--- src/rtl/dmem_ctrl.sv ---
// RV32I MEM-stage data memory controller: req/gnt/rvalid handshake, byte lanes, load extension.
// Optional watchdog enabled by defining DMEM_TIMEOUT_EN (timeout_err tied 0 otherwise).
module dmem_ctrl #(
    parameter int TIMEOUT_CYCLES = 16
) (
    input  logic        clk,
    input  logic        rst_n,
    input  logic        load_mem,
    input  logic        store_mem,
    input  logic [2:0]  funct3_mem,
    input  logic [31:0] addr_mem,
    input  logic [31:0] store_data_mem,
    output logic        dm_req,
    output logic        dm_we,
    output logic [31:0] dm_addr,
    output logic [3:0]  dm_be,
    output logic [31:0] dm_wdata,
    input  logic        dm_gnt,
    input  logic        dm_rvalid,
    input  logic [31:0] dm_rdata,
    output logic        stall_mem,
    output logic [31:0] dm_data_mem,
    output logic        access_err,
    output logic        timeout_err
);

    typedef enum logic [1:0] {S_IDLE, S_REQ, S_WAIT, S_DONE} state_t;

    state_t      state_q;
    logic        dm_req_q, dm_we_q, access_err_q;
    logic [31:0] dm_addr_q, dm_wdata_q, dm_data_q;
    logic [3:0]  dm_be_q;
    logic [2:0]  f3_q;
    logic [1:0]  lane_q;
    logic        legal_d;
    logic [3:0]  be_d;
    logic [31:0] wdata_d;

    function automatic logic [31:0] load_extend(input logic [2:0] f3, input logic [1:0] lane,
                                                input logic [31:0] w);
        logic [7:0]  b;
        logic [15:0] h;
        case (lane)
            2'd0:    b = w[7:0];
            2'd1:    b = w[15:8];
            2'd2:    b = w[23:16];
            default: b = w[31:24];
        endcase
        h = lane[1] ? w[31:16] : w[15:0];
        case (f3)
            3'd0:    return {{24{b[7]}}, b};
            3'd4:    return {24'd0, b};
            3'd1:    return {{16{h[15]}}, h};
            3'd5:    return {16'd0, h};
            default: return w;
        endcase
    endfunction

    // Decode legality and lane steering of the access currently presented by ex_mem
    always_comb begin
        legal_d = 1'b0;
        be_d    = 4'b1111;
        wdata_d = 32'd0;
        if (load_mem && !store_mem) begin
            case (funct3_mem)
                3'd0, 3'd4: legal_d = 1'b1;
                3'd1, 3'd5: legal_d = ~addr_mem[0];
                3'd2:       legal_d = (addr_mem[1:0] == 2'b00);
                default:    legal_d = 1'b0;
            endcase
        end else if (store_mem && !load_mem) begin
            case (funct3_mem)
                3'd0: begin
                    legal_d = 1'b1;
                    be_d    = 4'b0001 << addr_mem[1:0];
                    wdata_d = {4{store_data_mem[7:0]}};
                end
                3'd1: begin
                    legal_d = ~addr_mem[0];
                    be_d    = 4'b0011 << addr_mem[1:0];
                    wdata_d = {2{store_data_mem[15:0]}};
                end
                3'd2: begin
                    legal_d = (addr_mem[1:0] == 2'b00);
                    wdata_d = store_data_mem;
                end
                default: legal_d = 1'b0;
            endcase
        end
    end

`ifdef DMEM_TIMEOUT_EN
    logic [7:0] wd_q;
    logic       timeout_err_q;
    logic       expire_d;
    assign expire_d    = (wd_q + 8'd1) >= 8'(TIMEOUT_CYCLES);
    assign timeout_err = timeout_err_q;
`else
    logic [7:0] unused_timeout;
    assign unused_timeout = 8'(TIMEOUT_CYCLES);
    assign timeout_err    = 1'b0;
`endif

    always_ff @(posedge clk) begin
        if (!rst_n) begin
            state_q      <= S_IDLE;
            dm_req_q     <= 1'b0;
            dm_we_q      <= 1'b0;
            dm_addr_q    <= 32'd0;
            dm_be_q      <= 4'd0;
            dm_wdata_q   <= 32'd0;
            dm_data_q    <= 32'd0;
            access_err_q <= 1'b0;
            f3_q         <= 3'd0;
            lane_q       <= 2'd0;
`ifdef DMEM_TIMEOUT_EN
            wd_q          <= 8'd0;
            timeout_err_q <= 1'b0;
`endif
        end else begin
            access_err_q <= 1'b0;
`ifdef DMEM_TIMEOUT_EN
            timeout_err_q <= 1'b0;
            if (state_q == S_REQ || state_q == S_WAIT) wd_q <= wd_q + 8'd1;
`endif
            case (state_q)
                S_IDLE: begin
                    if (legal_d) begin
                        dm_req_q   <= 1'b1;
                        dm_we_q    <= store_mem;
                        dm_addr_q  <= {addr_mem[31:2], 2'b00};
                        dm_be_q    <= be_d;
                        dm_wdata_q <= wdata_d;
                        f3_q       <= funct3_mem;
                        lane_q     <= addr_mem[1:0];
                        state_q    <= S_REQ;
`ifdef DMEM_TIMEOUT_EN
                        wd_q       <= 8'd0;
`endif
                    end else if (load_mem || store_mem) begin
                        access_err_q <= 1'b1;
                        dm_data_q    <= 32'd0;
                    end
                end
                S_REQ: begin
                    if (dm_gnt) begin
                        dm_req_q <= 1'b0;
                        state_q  <= dm_we_q ? S_DONE : S_WAIT;
                    end
`ifdef DMEM_TIMEOUT_EN
                    else if (expire_d) begin
                        dm_req_q      <= 1'b0;
                        dm_data_q     <= 32'd0;
                        timeout_err_q <= 1'b1;
                        state_q       <= S_DONE;
                    end
`endif
                end
                S_WAIT: begin
                    if (dm_rvalid) begin
                        dm_data_q <= load_extend(f3_q, lane_q, dm_rdata);
                        state_q   <= S_DONE;
                    end
`ifdef DMEM_TIMEOUT_EN
                    else if (expire_d) begin
                        dm_data_q     <= 32'd0;
                        timeout_err_q <= 1'b1;
                        state_q       <= S_DONE;
                    end
`endif
                end
                default: state_q <= S_IDLE;
            endcase
        end
    end

    assign stall_mem   = ((state_q == S_IDLE) && legal_d) || (state_q == S_REQ) || (state_q == S_WAIT);
    assign dm_req      = dm_req_q;
    assign dm_we       = dm_we_q;
    assign dm_addr     = dm_addr_q;
    assign dm_be       = dm_be_q;
    assign dm_wdata    = dm_wdata_q;
    assign dm_data_mem = dm_data_q;
    assign access_err  = access_err_q;

endmodule

--- config.mk ---
export PLATFORM = sky130hd
export DESIGN_NAME = dmem_ctrl
export DESIGN_NICKNAME = d
export VERILOG_FILES = /design/src/rtl/dmem_ctrl.sv
export SDC_FILE = /design/constraint.sdc
export NUM_CORES = 1
export LEC_CHECK = 0
export CELL_PAD_IN_SITES_DETAIL_PLACEMENT = 2
export CELL_PAD_IN_SITES_GLOBAL_PLACEMENT = 2
export CORE_MARGIN = 2
export CORE_UTILIZATION = 21
export CTS_CLUSTER_SIZE = 24
export DETAILED_ROUTE_END_ITERATION = 6
export GPL_TIMING_DRIVEN = 0
export PLACE_DENSITY_LB_ADDON = 0.1
export SLEW_MARGIN = 30
export SYNTH_ARGS = -nofsm -noshare
export SYNTH_HDL_FRONTEND = slang
export SYNTH_SLANG_ARGS = --single-unit
--- constraint.sdc ---
create_clock -name clk -period 3.1 [get_ports clk]
set_input_delay 0.93 -clock clk [delete_from_list [all_inputs] [get_ports clk]]
set_output_delay 0.93 -clock clk [all_outputs]
set_load 0.02 [all_outputs]
==> impl_results.md <==
- CP startpoint kind: input pin
- TNS Setup: 0 ns
- Synth warn: 0
- Non-Filler Instances: 1,210
- Yosys cell types: 47
- Core Footprint: 24,500 sq um
- Setup-failing EPs final: 0
- HPWL after DPL: 18,800 um
- Post-synth EDFFs: 0
- CTS Root Buffer Type: clkbuf_16
- Initial cell density of the core: 21.5%
- First-pass iteration count of the detailed router: 4
- Buffers on Ports: 205
- Clock buffer depth: 2
- Dominant synthesized flop cell: dfxtp_1
- Max_cap viols: 0
- Final period utilization: 97.0%
- First-pass GRT wire length: 36,600 um
- Initial antenna violation count: 0
- Layout overhead on the synthesized area: 55.0%
- Required @ worst endpoint: 2.17 ns
- FILL cells: 2,778
- Die Ht: 162 um
- Setup slack after layout: 0.0935 ns
- Hold Slack: 0.458 ns
- Storage element area: 2160 sq um
- Worst-margin pin slew: 0.659 ns
- Flop and latch count out of synthesis: 108
- Sink Count: 108
- Total track usage: 18.1%
- Met1 WL: 10,200 um
- Die area: 26,400 sq um
- Routability Congestion: 0.788
- DRT Wirelength: 23,600 um
- Hold/Removal Path Class: flip-flop to flip-flop
- RSZ-0062 raised after global routing: no
- Synth Area in Simple Gates: 20.6%
- Clk pwr share: 30.0%
- DR WL met3: 1450 um
- Internal Power: 2.87 mW
- Asr flop ratio synth: 0%
- Post-Syn Area: 5270 sq um
- Register area share after synthesis: 41.1%
- Adder-cell share of the synthesized area: 1.19%
- Total grt overflow: 0
- Avg WL per Cell: 19.5 um
- Status: finished clean
- Htree depth: 3
- Slew HR: 56.0%
- Row cnt: 57
- Routed met2 length: 11,800 um
- Post-synthesis compound-gate area fraction: 28.4%
- CP Capture Type: output pin
- DRT antenna net count: 0
- Post-synthesis cell count: 658
- Avg Vias per Cell: 4.71
- Post-route minimum period: 3.01 ns
- CTS tree: yes
- Antenna cell count: 0
- F_max: 333 MHz
- Largest family of logic cells by synthesized area: compound AO/OA/AOI/OAI gates
- Worst Clk Skew: 0.00772 ns
- Multi-input logic area: 2860 sq um
- Crit Path Max Fanout: 4
- Seq pwr share: 34.4%
- CP Class: input pin to output pin
- Max VDD drop: 0.262 mV
- Final Max Tran Viols: 0
- Arrival @ worst endpoint: 2.08 ns
- Final hold violation count: 0
- Placed Cells incl. Taps: 1,189
- Static Leakage: 2.90 nW
- Share of cells above drive strength 1: 7.56%
- Die X: 162 um
- Dpl ws: -1.37 ns
- Total net switching power: 1.61 mW
- DR vias: 5,700
- Io pins: 210
- Worst-Skew Late Latency: 0.36 ns
- Final #Nets: 991
- Vias in the first global route: 6,296
- Power Density: 549 nW/um^2
- Largest net degree at the start of global routing: 19
- Post-synthesis mux area share: 3.09%
- Synth Area per Inst: 8.00 sq um
- # DRC: 0
- Violation count after the first detailed-route iteration: 169
- Clk pin slew, worst setup/hold paths: 0.08 ns
- Switching share of power: 35.9%
- Final cell utilization of the core: 33.4%
- Synth Area in XOR/XNOR: 0%
- Placed Area: 7740 sq um
- Gate power share: 35.6%
- Max Used Layer: met4
- Cts bufs inserted: 9
- Tot Pwr: 4.48 mW
- Post-layout instance area: 8160 sq um
==> worst max-delay path: stages <==
cell,delay (ns)
clkdlybuf4s15_2,0.23
nor2b_2,0.18
o21a_1,0.14
o21ai_4,0.22
buf_8,0.14
nand3_2,0.08
buf_6,0.15
==> synthesized netlist by cell type, types with 7 or more instances <==
library cell / count / area [sq um]
o21a_1: 9 / 67.6
buf_2: 20 / 100
and2_0: 8 / 50.1
o211ai_1: 10 / 75.1
nor2b_1: 25 / 156
a21boi_1: 63 / 473
and3_1: 8 / 50.1
o22ai_1: 33 / 206
nand3_1: 18 / 90.1
dfxtp_1: 108 / 2160
or3_1: 8 / 50.1
clkbuf_1: 32 / 120
a21oi_1: 31 / 155
nand2_1: 152 / 571
o21ai_0: 46 / 230
mux2i_1: 14 / 140
inv_1: 7 / 26.3
==> per-layer routing <==
| layer | GRT usage (%) | vias up |
|---|---|---|
| met4 | 3.86 | 0 |
| li1 | - | 2744 |
| met5 | 0 | - |
| met3 | 5.12 | 12 |
| met2 | 31.4 | 120 |
| met1 | 22.3 | 2824 |
==> layout by cell type (no fill, tap or decap), types with 9 or more instances in the layout <==
cell type        count
dfxtp_1            108
nand3_1             17
mux2i_1             14
clkbuf_16            9
clkdlybuf4s50_1    198
o21ai_0             46
clkbuf_1            29
a21oi_1             31
nor2b_1             24
o211ai_1            10
nand2_1            152
buf_2               20
o21a_1               9
a21boi_1            63
buf_4               13
o22ai_1             33
==> cell families (layout without fill, tap and decap cells) <==
logic type / Yosys count / count (layout)
AND/OR/NAND/NOR: 238 / 238
AO/OA/AOI/OAI: 225 / 225
flip-flops: 108 / 108
buffers and inverters: 66 / 292
multiplexers: 15 / 15
adder cells (fa/ha/maj): 5 / 5
other: 1 / 3
==> power by group through the flow <==
stage	Sequential [mW]	Combinational (mW)	Clock, mW
floorplan	1.66	0.818	0
global placement	1.57	1.54	0
detailed placement	1.58	1.59	0
CTS	1.54	1.63	1.40
global route	1.56	1.76	1.44
finish	1.54	1.60	1.34
==> repair_timing <==
action,CTS,global route
hold buffers,0,0
buffers inserted,7,0
gates resized for setup,45,5
setup endpoints to repair,11,21
pin swaps,5,4
==> final timing paths <==
check	slack, ns	cells past startpoint	startpoint	endpoint
hold / removal	0.46	2	dm_wdata[31]	dm_wdata[31]
hold reg to reg	0.46	2	dm_wdata[31]	dm_wdata[31]
setup reg to reg	0.51	10	state_q[1]	dm_data_mem[10]
setup / recovery	0.09	7	load_mem	stall_mem
==> sequential cells by signal, indices dropped and copies added (netlist names) <==
signal       flops
dm_addr         30
lane_q           2
dm_we            1
dm_req           1
dm_wdata        32
access_err       1
f3_q             3
state_q          2
dm_data_mem     32
dm_be            4
==> final cells by class <==
cell class,instances,area share (%)
inverters,8,0.368
flip-flops and latches,108,26.5
clock buffers,10,2.93
repair buffers,212,25.6
plain buffers,56,3.37
multi-input cells,486,35.0
clock inverters,6,1.18
well taps,324,4.97
Power figures use the tool's default switching activity.
